### config.mk
export PLATFORM = sky130hd
export DESIGN_NAME = read_frame_func_flat
export DESIGN_NICKNAME = d
export VERILOG_FILES = /design/src/rtl/eth_frame_pkg.sv /design/src/rtl/read_frame_func_if.sv /design/src/rtl/read_frame_func.sv /design/src/flat_wrapper.sv
export SDC_FILE = /design/constraint.sdc
export NUM_CORES = 1
export LEC_CHECK = 0
export ABC_AREA = 1
export BUFFER_PORTS_ARGS = -buffer_cell sky130_fd_sc_hd__buf_2
export CORE_MARGIN = 5
export CORE_UTILIZATION = 40
export DETAILED_ROUTE_END_ITERATION = 8
export PLACE_DENSITY = 0.79
export SLEW_MARGIN = 25
export SYNTH_ARGS = -nofsm -noshare
export SYNTH_HDL_FRONTEND = slang
export SYNTH_SLANG_ARGS = --single-unit
export TNS_END_PERCENT = 100
### constraint.sdc
create_clock -name clk -period 2.7 [get_ports clk]
set_input_delay 0.27 -clock clk [delete_from_list [all_inputs] [get_ports clk]]
set_output_delay 0.27 -clock clk [all_outputs]
set_load 0.01 [all_outputs]
### src/rtl/eth_frame_pkg.sv
// Shared types and constants for the Ethernet frame receive path.
//   state_t    : FSM states of read_frame_func
//   eth_hdr_t  : latched Ethernet header (dest MAC, src MAC, EtherType)
package eth_frame_pkg;

  localparam int MAC_WIDTH     = 48;
  localparam int ETHTYPE_WIDTH = 16;
  localparam int BYTE_WIDTH    = 8;

  typedef enum logic [2:0] {
    IDLE,
    HDR,
    PAYLOAD,
    DRAIN,
    DONE
  } state_t;

  typedef struct packed {
    logic [MAC_WIDTH-1:0]     dest_mac;
    logic [MAC_WIDTH-1:0]     src_mac;
    logic [ETHTYPE_WIDTH-1:0] eth_type;
  } eth_hdr_t;

endpackage

### src/rtl/read_frame_func_if.sv
// Bus bundle for read_frame_func: eth_rx header channel, payload AXI-stream
// and the byte-RAM write port.
//   master : RX core / buffer side (drives header and payload, sees readies
//            and the RAM write port)
//   slave  : read_frame_func side
interface read_frame_func_if #(
  parameter int ADDR_WIDTH = 8
);

  logic                                      m_eth_hdr_valid;
  logic                                      m_eth_hdr_ready;
  logic [eth_frame_pkg::MAC_WIDTH-1:0]       m_eth_dest_mac;
  logic [eth_frame_pkg::MAC_WIDTH-1:0]       m_eth_src_mac;
  logic [eth_frame_pkg::ETHTYPE_WIDTH-1:0]   m_eth_type;
  logic [eth_frame_pkg::BYTE_WIDTH-1:0]      m_eth_payload_axis_tdata;
  logic                                      m_eth_payload_axis_tvalid;
  logic                                      m_eth_payload_axis_tready;
  logic                                      m_eth_payload_axis_tlast;
  logic                                      m_eth_payload_axis_tuser;
  logic [ADDR_WIDTH-1:0]                     buf_waddr;
  logic [eth_frame_pkg::BYTE_WIDTH-1:0]      buf_wdata;
  logic                                      buf_wen;

  modport master (
    output m_eth_hdr_valid, m_eth_dest_mac, m_eth_src_mac, m_eth_type,
    output m_eth_payload_axis_tdata, m_eth_payload_axis_tvalid,
    output m_eth_payload_axis_tlast, m_eth_payload_axis_tuser,
    input  m_eth_hdr_ready, m_eth_payload_axis_tready,
    input  buf_waddr, buf_wdata, buf_wen
  );

  modport slave (
    input  m_eth_hdr_valid, m_eth_dest_mac, m_eth_src_mac, m_eth_type,
    input  m_eth_payload_axis_tdata, m_eth_payload_axis_tvalid,
    input  m_eth_payload_axis_tlast, m_eth_payload_axis_tuser,
    output m_eth_hdr_ready, m_eth_payload_axis_tready,
    output buf_waddr, buf_wdata, buf_wen
  );

endinterface

### src/rtl/read_frame_func.sv
// Receives one Ethernet frame per start request: latches the header, writes
// each payload byte into an external byte RAM and reports length/error with
// a one-cycle valid pulse.
// Ports:
//   clk, rst_n          clock, async active-low reset
//   start               frame request, sampled in IDLE only
//   busy, valid         FSM not idle / completion pulse
//   len, err            bytes written / bad frame or overflow
//   dest_mac, src_mac,
//   eth_type            latched header fields
//   eth                 header + payload stream + RAM write port
//
// state   | meaning
// --------+-----------------------------------------------------------
// IDLE    | waiting for start, all readies low
// HDR     | hdr_ready high, waiting for header
// PAYLOAD | tready high, each beat written to RAM at counter
// DRAIN   | buffer full, discarding beats until tlast
// DONE    | valid pulse, back to IDLE
module read_frame_func
  import eth_frame_pkg::*;
#(
  parameter int ADDR_WIDTH = 8,
  parameter int LEN_WIDTH  = ADDR_WIDTH + 1
) (
  input  logic                     clk,
  input  logic                     rst_n,
  input  logic                     start,
  output logic                     busy,
  output logic                     valid,
  output logic [LEN_WIDTH-1:0]     len,
  output logic                     err,
  output logic [MAC_WIDTH-1:0]     dest_mac,
  output logic [MAC_WIDTH-1:0]     src_mac,
  output logic [ETHTYPE_WIDTH-1:0] eth_type,
  read_frame_func_if.slave         eth
);

  state_t                state_q, state_d;
  logic [ADDR_WIDTH-1:0] cnt_q;
  logic [LEN_WIDTH-1:0]  len_q;
  logic                  err_q;
  eth_hdr_t              hdr_q;

  logic hdr_ready, tready, wen;
  logic cnt_last;

  assign cnt_last = &cnt_q;

  always_ff @(posedge clk or negedge rst_n) begin
    if (!rst_n) state_q <= IDLE;
    else        state_q <= state_d;
  end

  always_comb begin
    state_d   = state_q;
    busy      = (state_q != IDLE);
    valid     = 1'b0;
    hdr_ready = 1'b0;
    tready    = 1'b0;
    wen       = 1'b0;
    case (state_q)
      IDLE: begin
        if (start) state_d = HDR;
      end
      HDR: begin
        hdr_ready = 1'b1;
        if (eth.m_eth_hdr_valid) state_d = PAYLOAD;
      end
      PAYLOAD: begin
        tready = 1'b1;
        wen    = eth.m_eth_payload_axis_tvalid;
        if (eth.m_eth_payload_axis_tvalid) begin
          // tlast takes priority: a full-size frame ending exactly at the
          // last address is legal and must not enter DRAIN
          if (eth.m_eth_payload_axis_tlast) state_d = DONE;
          else if (cnt_last)                state_d = DRAIN;
        end
      end
      DRAIN: begin
        tready = 1'b1;
        if (eth.m_eth_payload_axis_tvalid && eth.m_eth_payload_axis_tlast)
          state_d = DONE;
      end
      DONE: begin
        valid   = 1'b1;
        state_d = IDLE;
      end
      default: state_d = IDLE;
    endcase
  end

  always_ff @(posedge clk or negedge rst_n) begin
    if (!rst_n) begin
      cnt_q <= '0;
      len_q <= '0;
      err_q <= 1'b0;
      hdr_q <= '0;
    end else begin
      if (state_q == HDR && eth.m_eth_hdr_valid) begin
        hdr_q <= '{dest_mac: eth.m_eth_dest_mac,
                   src_mac:  eth.m_eth_src_mac,
                   eth_type: eth.m_eth_type};
        cnt_q <= '0;
        len_q <= '0;
        err_q <= 1'b0;
      end
      if (state_q == PAYLOAD && eth.m_eth_payload_axis_tvalid) begin
        cnt_q <= cnt_q + 1'b1;
        // on overflow counter+1 equals MAX_LEN, so one expression covers both
        if (eth.m_eth_payload_axis_tlast || cnt_last) begin
          len_q <= LEN_WIDTH'(cnt_q) + LEN_WIDTH'(1);
          err_q <= eth.m_eth_payload_axis_tlast ? eth.m_eth_payload_axis_tuser : 1'b1;
        end
      end
    end
  end

  assign len      = len_q;
  assign err      = err_q;
  assign dest_mac = hdr_q.dest_mac;
  assign src_mac  = hdr_q.src_mac;
  assign eth_type = hdr_q.eth_type;

  assign eth.m_eth_hdr_ready           = hdr_ready;
  assign eth.m_eth_payload_axis_tready = tready;
  assign eth.buf_wen                   = wen;
  assign eth.buf_waddr                 = cnt_q;
  assign eth.buf_wdata                 = eth.m_eth_payload_axis_tdata;

endmodule

### src/flat_wrapper.sv
// flat-port wrapper written by rule: the top's interface ports become plain ports
module read_frame_func_flat import eth_frame_pkg::*;
#(
  parameter int ADDR_WIDTH = 8,
  parameter int LEN_WIDTH  = ADDR_WIDTH + 1
)
  (clk, rst_n, start, busy, valid, len, err, dest_mac, src_mac, eth_type, eth_m_eth_hdr_valid, eth_m_eth_dest_mac, eth_m_eth_src_mac, eth_m_eth_type, eth_m_eth_payload_axis_tdata, eth_m_eth_payload_axis_tvalid, eth_m_eth_payload_axis_tlast, eth_m_eth_payload_axis_tuser, eth_m_eth_hdr_ready, eth_m_eth_payload_axis_tready, eth_buf_waddr, eth_buf_wdata, eth_buf_wen);
  read_frame_func_if #(.ADDR_WIDTH(ADDR_WIDTH)) eth_i ();
  input  logic clk;
  input  logic rst_n;
  input  logic start;
  output logic busy;
  output logic valid;
  output logic [LEN_WIDTH-1:0] len;
  output logic err;
  output logic [MAC_WIDTH-1:0] dest_mac;
  output logic [MAC_WIDTH-1:0] src_mac;
  output logic [ETHTYPE_WIDTH-1:0] eth_type;
  input wire logic [$bits(eth_i.m_eth_hdr_valid)-1:0] eth_m_eth_hdr_valid;
  input wire logic [$bits(eth_i.m_eth_dest_mac)-1:0] eth_m_eth_dest_mac;
  input wire logic [$bits(eth_i.m_eth_src_mac)-1:0] eth_m_eth_src_mac;
  input wire logic [$bits(eth_i.m_eth_type)-1:0] eth_m_eth_type;
  input wire logic [$bits(eth_i.m_eth_payload_axis_tdata)-1:0] eth_m_eth_payload_axis_tdata;
  input wire logic [$bits(eth_i.m_eth_payload_axis_tvalid)-1:0] eth_m_eth_payload_axis_tvalid;
  input wire logic [$bits(eth_i.m_eth_payload_axis_tlast)-1:0] eth_m_eth_payload_axis_tlast;
  input wire logic [$bits(eth_i.m_eth_payload_axis_tuser)-1:0] eth_m_eth_payload_axis_tuser;
  output wire logic [$bits(eth_i.m_eth_hdr_ready)-1:0] eth_m_eth_hdr_ready;
  output wire logic [$bits(eth_i.m_eth_payload_axis_tready)-1:0] eth_m_eth_payload_axis_tready;
  output wire logic [$bits(eth_i.buf_waddr)-1:0] eth_buf_waddr;
  output wire logic [$bits(eth_i.buf_wdata)-1:0] eth_buf_wdata;
  output wire logic [$bits(eth_i.buf_wen)-1:0] eth_buf_wen;
  assign eth_i.m_eth_hdr_valid = eth_m_eth_hdr_valid;
  assign eth_i.m_eth_dest_mac = eth_m_eth_dest_mac;
  assign eth_i.m_eth_src_mac = eth_m_eth_src_mac;
  assign eth_i.m_eth_type = eth_m_eth_type;
  assign eth_i.m_eth_payload_axis_tdata = eth_m_eth_payload_axis_tdata;
  assign eth_i.m_eth_payload_axis_tvalid = eth_m_eth_payload_axis_tvalid;
  assign eth_i.m_eth_payload_axis_tlast = eth_m_eth_payload_axis_tlast;
  assign eth_i.m_eth_payload_axis_tuser = eth_m_eth_payload_axis_tuser;
  assign eth_m_eth_hdr_ready = eth_i.m_eth_hdr_ready;
  assign eth_m_eth_payload_axis_tready = eth_i.m_eth_payload_axis_tready;
  assign eth_buf_waddr = eth_i.buf_waddr;
  assign eth_buf_wdata = eth_i.buf_wdata;
  assign eth_buf_wen = eth_i.buf_wen;
  read_frame_func #(.ADDR_WIDTH(ADDR_WIDTH), .LEN_WIDTH(LEN_WIDTH)) u_core (.clk(clk), .rst_n(rst_n), .start(start), .busy(busy), .valid(valid), .len(len), .err(err), .dest_mac(dest_mac), .src_mac(src_mac), .eth_type(eth_type), .eth(eth_i));
endmodule
==> flow_summary_export.csv, run 1 <==
group,metric,value,unit
status,status,"completed",
sta,slew_headroom,47.3,%
synthesis,ys_types,24,
hold_path,hp-class,"in -> reg",
drt,dr.first_iter.drc_count,245,
synthesis,ys_warn_count,0,
placement,dp_hpwl,11300,µm
worst_setup_path,critPathArrivalTime,1.81,ns
floorplanning,rows,43,
synthesis,synthAdderAreaFrac,0.219,%
grt,grtUsageTotal,18.6,%
worst_setup_path,crit_required,2.43,ns
grt,grt_max_degree,114,
sta,grt_setup_unrepaired,"false",
layout,areaGrowthSynthToFinish,32.2,%
drt,ant_nets,0,
layout,multi_input_area,1960,µm²
placement,port_buffers,253,
clock_network,post_cts_buffers,0,
power,power.leakage,4.50,nW
layout,mostFrequentLayoutCell,"nand2_1",
clock_network,clk_latency,0.40,ns
clock_network,cts_max_level,4,
synthesis,synthCells,659,
clock_network,clock_path_buffers,2,
sta,tightest_slew,0.791,ns
floorplanning,ioPinCount,270,
sta,drv_slew,0,
drt,drtPass1Iterations,4,
clock_network,hold_buffers,1,
layout,seq_area,3330,µm²
clock_network,tritoncts,"built",
clock_network,clock-root-buffer,"clkbuf_16",
layout,nets,1018,
floorplanning,initial_core_util,41.0,%
synthesis,syn_avg_cell_area,8.66,µm²
grt,grt_pass1_wl,25000,µm
synthesis,synth.area.mux_share,0,%
power,ir_drop,0.806,mV
synthesis,yosys.area_share.simple,32.7,%
synthesis,yosysSeqAreaShare,58.3,%
layout,drive_above_1_share,33.0,%
synthesis,synth_xor_area_share,0.767,%
sta,fin_skew,0.0102,ns
worst_setup_path,r2r_setup_slack,0.83,ns
sta,finalCriticalPeriod,2.08,ns
floorplanning,die-width,129,µm
synthesis,synth_top_family_by_area,"simple AND/OR/NAND/NOR gates",
worst_setup_path,end_kind,"output port",
hold_path,hp-start,"eth_m_eth_dest_mac[4]",
worst_setup_path,worstReg2RegEnd,"u_core.dest_mac[24]",
power,powerDensity,1170,nW/µm²
floorplanning,fp.coreArea,13900,µm²
floorplanning,dieArea,16800,µm²
layout,mostFrequentLayoutCells,"nand2_1 (291), buf_2 (251), dfrtp_1 (133)",
sta,worst_slack,0.623,ns
placement,preCtsSetupSlack,0.834,ns
worst_setup_path,rr_worst_depth,7,
grt,grt_pass1_vias,5087,
worst_setup_path,r2r_start,"u_core.state_q[2]",
clock_network,post_cts_resized,0,
sta,timing.final.hold_violations,0,
sta,max_freq,481,MHz
drt,viasPerCell,4.82,
synthesis,synth-compound-area-share,0.548,%
sta,finalSetupViolations,0,
grt,antenna_found_initial,0,
worst_setup_path,worst-setup-path-type,"reg -> out",
clock_network,cts_sinks,133,
job,maxCapViolations,0,
sta,finalCritPeriodShare,76.9,%
drt,drc_errors,0,
worst_setup_path,worstPathMaxFanout,113,
layout,fillCellCount,1301,
synthesis,synth-seq-cells,133,
hold_path,min_delay_path_depth,3,
layout,antenna_cells,0,
clock_network,numCtsBuffers,17,
drt,wl_per_cell,14.6,µm
grt,grt_overflow_total,0,
sta,setup_tns,0,ns
floorplanning,die-height,129,µm
clock_network,clk_pin_slew_worst_paths,0.06,ns
drt,drt-total-wl,15800,µm
drt,vias,5218,
worst_setup_path,start_kind,"flop",
hold_path,whs_endpoint,"u_core.dest_mac[4]",
placement,gp_congestion,0.866,
synthesis,syn_nets,787,
synthesis,synth_area,5710,µm²
[area by class of cell]
| class | count | share of cell area, % |
|---|---|---|
| Clock inverter | 9 | 1.38 |
| Tap cell | 180 | 2.98 |
| Sequential cell | 133 | 44.1 |
| Inverter | 25 | 1.26 |
| Multi-Input combinational cell | 452 | 25.9 |
| Timing Repair Buffer | 261 | 18.2 |
| Clock buffer | 22 | 6.15 |
[worst max-delay path by stage]
stage	slack [ns]	to	start	cells past startpoint
6_report	0.62	eth_m_eth_hdr_ready	u_core.state_q[2]	5
5_1_grt	0.45	eth_m_eth_hdr_ready	u_core.state_q[2]	5
4_1_cts	0.53	eth_m_eth_hdr_ready	u_core.state_q[2]	5
3_5_place_dp	0.83	u_core.dest_mac[12]	u_core.state_q[2]	7
3_3_place_gp	0.90	u_core.dest_mac[30]	u_core.state_q[0]	6
2_1_floorplan	1.34	u_core.len[5]	u_core.eth.buf_waddr[0]	7
[worst max-delay path, stage by stage, from the launching register on]
cell	delay, ns
dfrtp_1	0.45
nor2_2	0.19
nand2_1	0.10
clkinv_2	0.10
buf_12	0.33
buf_2	0.22
[Yosys cell counts]
| master | count | area, µm² |
|---|---|---|
| buf_6 | 10 | 113 |
| inv_1 | 23 | 86.3 |
| dfrtp_1 | 133 | 3330 |
| o22ai_1 | 1 | 6.26 |
| nand3_1 | 130 | 651 |
| o21ai_0 | 5 | 25.0 |
| inv_2 | 2 | 7.51 |
| nor2_2 | 1 | 6.26 |
| nor3_1 | 2 | 10.0 |
| nand2_1 | 291 | 1090 |
| ha_1 | 1 | 12.5 |
| clkbuf_1 | 9 | 33.8 |
| or2_1 | 1 | 6.26 |
| nor2_8 | 1 | 20.0 |
| nor2_1 | 7 | 26.3 |
| buf_4 | 16 | 120 |
| xor2_1 | 4 | 35.0 |
| nor2_4 | 1 | 11.3 |
| buf_1 | 2 | 7.51 |
| nand3b_1 | 1 | 7.51 |
| xnor2_1 | 1 | 8.76 |
| nand2_2 | 4 | 25.0 |
| buf_2 | 12 | 60.1 |
| nor3_2 | 1 | 10.0 |
[stage by stage]
stage	util [%]	hold WS (ns)	power, mW	cells	instance area (µm²)
2_1_floorplan	-	-0.0256	5.34	659	5710
3_5_place_dp	50.0	0.224	6.69	1050	6970
3_3_place_gp	50.0	0.228	6.58	1050	6970
5_1_grt	54.2	0.0837	9.48	1082	7550
4_1_cts	54.2	0.0743	8.93	1082	7550
6_report	54.2	0.0954	8.80	1082	7550
[logic make-up after synthesis]
logic type                 after synthesis
xor gates and xnor gates                 5
DFF                                    133
buffers and inverters                   74
AOI/OAI and AO/OA                        6
and+or+nand+nor                        440
adders and majority gates                1
[power by group]
part           switching, mW  leakage, nW  internal [mW]
Combinational           2.05         2.54           1.22
Sequential             0.483         1.69           2.85
Clock                  0.797        0.276           1.40
Total                   3.34         4.50           5.46
[per-layer routing]
| layer | routed length [µm] | global-route usage, % |
|---|---|---|
| met4 | 283 | 7.27 |
| met2 | 7400 | 28.9 |
| met5 | 0 | 0 |
| met1 | 6570 | 24.5 |
| met3 | 1530 | 5.56 |
[state kept, by name, indices dropped and copies added (netlist names)]
| register | count |
|---|---|
| u_core.dest_mac | 48 |
| u_core.eth_type | 16 |
| u_core.len | 9 |
| u_core.err | 1 |
| u_core.src_mac | 48 |
| u_core.eth.buf_waddr | 8 |
| u_core.state_q | 3 |
Power figures use the tool's default switching activity.
==> run 2, diff against run 1 <==
--- a/config.mk
+++ b/config.mk
@@ -5,12 +5,12 @@
 export SDC_FILE = /design/constraint.sdc
 export NUM_CORES = 1
 export LEC_CHECK = 0
-export ABC_AREA = 1
+export ABC_AREA = 0
 export BUFFER_PORTS_ARGS = -buffer_cell sky130_fd_sc_hd__buf_2
 export CORE_MARGIN = 5
 export CORE_UTILIZATION = 40
 export DETAILED_ROUTE_END_ITERATION = 8
-export PLACE_DENSITY = 0.79
+export PLACE_DENSITY = 0.8
 export SLEW_MARGIN = 25
 export SYNTH_ARGS = -nofsm -noshare
 export SYNTH_HDL_FRONTEND = slang
==> constraint.sdc (replaced) <==
create_clock -name clk -period 2.1 [get_ports clk]
set_input_delay 0.21 -clock clk [delete_from_list [all_inputs] [get_ports clk]]
set_output_delay 0.21 -clock clk [all_outputs]
set_load 0.01 [all_outputs]
==> flow_summary_export.csv, run 2 <==
group,metric,value,unit
clock_network,cts_sinks,133,
grt,use_met1,26.1,%
worst_setup_path,slowest_stage,"dfrtp_1",
sta,hold_slack,0.0153,ns
layout,seq_area,3330,µm²
synthesis,synth-edff-count,0,
synthesis,synthCells,586,
layout,mostFrequentLayoutCells,"nand2_1 (351), buf_2 (252), dfrtp_1 (133)",
synthesis,synth_area,5380,µm²
worst_setup_path,worstPathMaxFanout,9,
grt,grt_pass1_vias,5350,
synthesis,ys_types,33,
clock_network,clk_latency,0.40,ns
hold_path,hp-class,"in -> reg",
synthesis,yosysSeqAreaShare,61.9,%
worst_setup_path,critPathMaxStageDelay,0.43,ns
status,status,"completed",
sta,finalCritPeriodShare,81.9,%
clock_network,clock_path_buffers,2,
sta,setup_tns,0,ns
power,netSwitchingFraction,35.8,%
synthesis,ys_warn_count,0,
worst_setup_path,critical_path.top_delay_family,"flip-flops",
placement,port_buffers,253,
sta,timing.final.hold_violations,0,
worst_setup_path,start_kind,"flop",
power,p_sw,3.96,mW
drt,dr.first_iter.drc_count,287,
synthesis,synth_top_cell_by_area,"dfrtp_1",
sta,max_freq,582,MHz
clock_network,clock-root-buffer,"clkbuf_16",
sta,fin_skew,0.00712,ns
power,cell_internal_pwr,7.09,mW
synthesis,synth-seq-cells,133,
synthesis,syn_avg_cell_area,9.17,µm²
placement,gp_congestion,0.901,
sta,worst_slack,0.381,ns
synthesis,async_flop_share,100,%
layout,mostFrequentLayoutCell,"nand2_1",
grt,grt_overflow_total,0,
layout,areaGrowthSynthToFinish,54.1,%
clock_network,post_cts_buffers,0,
sta,finalSetupViolations,0,
worst_setup_path,worst-setup-path-type,"reg -> reg",
grt,grt_util_met2,35.3,%
grt,grt.busiest_layer,"met2",
drt,ant_nets,0,
worst_setup_path,end_kind,"flop",
floorplanning,dieArea,15900,µm²
synthesis,yosys_most_used_dff,"dfrtp_1",
placement,dp_hpwl,10400,µm
clock_network,tritoncts,"built",
worst_setup_path,crit_buf_inv,1,
drt,drtPass1Iterations,4,
power,power.leakage,4.65,nW
synthesis,ys_top_cells_by_area,"dfrtp_1 (62%), nand2_1 (25%), buf_4 (2.5%)",
synthesis,synth_top_area_share,61.9,%
synthesis,synth.top_cells.by_count,"nand2_1 (351), dfrtp_1 (133), buf_4 (18)",
power,pwr-share-clk,26.6,%
power,power_frac_comb,34.9,%
grt,grt_pass1_wl,27400,µm
worst_setup_path,rr_worst_depth,6,
grt,grt_max_degree,70,
sta,finalCriticalPeriod,1.72,ns
power,powerDensity,1330,nW/µm²
power,ir_drop,0.814,mV
synthesis,yosysMostFrequentCell,"nand2_1",
worst_setup_path,cp_cell_sequence,"ha_1, nand3_1, nor2_1, o21a_1, buf_4, mux2i_1",
grt,grtUsageTotal,21.4,%
worst_setup_path,crit_required,2.42,ns
floorplanning,ioPinCount,270,
power,power_frac_seq,38.4,%
floorplanning,die-height,126,µm
clock_network,numCtsBuffers,17,
drt,wl_per_cell,15.2,µm
floorplanning,rows,42,
grt,grt.met3_usage,6.69,%
drt,viasPerCell,4.67,
worst_setup_path,critPathArrivalTime,2.04,ns
floorplanning,initial_core_util,40.8,%
worst_setup_path,crit_cells,6,
layout,nets,1052,
hold_path,min_delay_path_depth,3,
floorplanning,die-width,126,µm
layout,antenna_cells,0,
clock_network,post_cts_resized,0,
placement,preCtsSetupSlack,0.386,ns
floorplanning,fp.coreArea,13200,µm²
drt,drt-total-wl,16800,µm
sta,tightest_slew,0.703,ns
sta,grt_setup_unrepaired,"false",
clock_network,cts_max_level,4,
layout,multi_input_area,1760,µm²
clock_network,clk_pin_slew_worst_paths,0.06,ns
drt,vias,5192,
sta,slew_headroom,53.1,%
grt,antenna_found_initial,0,
layout,drive_above_1_share,31.7,%
sta,drv_slew,0,
drt,drc_errors,0,
job,maxCapViolations,0,
layout,fillCellCount,1021,
synthesis,syn_nets,714,
==> run 2: cell count changes in the layout (fill, tap and decap cells not counted), moves of 3 or more <==
cell / change
mux2i_1: +8
inv_1: -21
o21ai_0: +4
nand3_1: -126
a21oi_1: +3
clkbuf_1: -3
o31ai_1: +3
clkbuf_8: +3
dlygate4sd3_1: +96
nand2_2: -3
nand2_1: +60
==> run 2: logic make-up (layout without fill, tap and decap cells) <==
logic type,Yosys count,count (layout),share of synthesized area [%]
AOI/OAI and AO/OA,23,23,2.70
xor gates and xnor gates,6,6,0.978
adders and majority gates,1,1,0.233
buffers and inverters,43,392,5.80
DFF,133,133,61.9
muxes,8,8,1.49
and+or+nand+nor,372,372,26.9
==> run 2: tightest hold or removal path, cell delays in order <==
cell,delay [ns]
buf_2,0.08
nand2_1,0.04
nand2_1,0.05
==> run 2: final timing paths <==
| path | to | start | slack [ns] |
|---|---|---|---|
| max in group asynchronous | u_core.src_mac[19] | rst_n | 1.22 |
| hold reg to reg | u_core.src_mac[33] | u_core.src_mac[33] | 0.46 |
| setup / recovery | u_core.len[5] | u_core.eth.buf_waddr[0] | 0.38 |
| min in group asynchronous | u_core.dest_mac[17] | rst_n | 0.28 |
| setup reg to reg | u_core.len[5] | u_core.eth.buf_waddr[0] | 0.38 |
| hold / removal | u_core.eth_type[12] | eth_m_eth_type[12] | 0.02 |
==> run 2: what timing repair did <==
item | CTS | global route
endpoints found under the hold margin | 130 | 1
setup endpoints to repair | 0 | 0
hold buffers | 96 | 1
==> run 2: final cells by class <==
class                   count  area share [%]
inverters                   3           0.136
flip-flops and latches    133            40.2
repair buffers            359            28.7
clock inverters             8            1.19
well taps                 176            2.66
multi-input cells         410            21.2
clock buffers              22            5.97
==> run 2: power groups by stage <==
stage,Combinational (mW),Sequential [mW],Clock [mW]
floorplan,1.59,4.70,0
global placement,3.60,4.22,0
detailed placement,3.71,4.25,0
CTS,3.86,4.23,3.01
global route,4.29,4.39,3.12
finish,3.86,4.25,2.94
==> run 2: metrics by stage <==
| step | area (µm²) | power (mW) | util, % | instances |
|---|---|---|---|---|
| global placement | 6720 | 7.81 | 50.9 | 984 |
| detailed placement | 6720 | 7.96 | 50.9 | 984 |
| global route | 8280 | 11.8 | 62.8 | 1111 |
| finish | 8280 | 11.1 | 62.8 | 1111 |
| floorplan | 5380 | 6.30 | - | 586 |
| CTS | 8270 | 11.1 | 62.7 | 1110 |
==> run 2: layer usage <==
metal	vias to the layer above	part of all wire, %
met4	0	2.5
li1	2479	-
met3	34	8.3
met1	2411	39
met5	-	0
met2	268	50
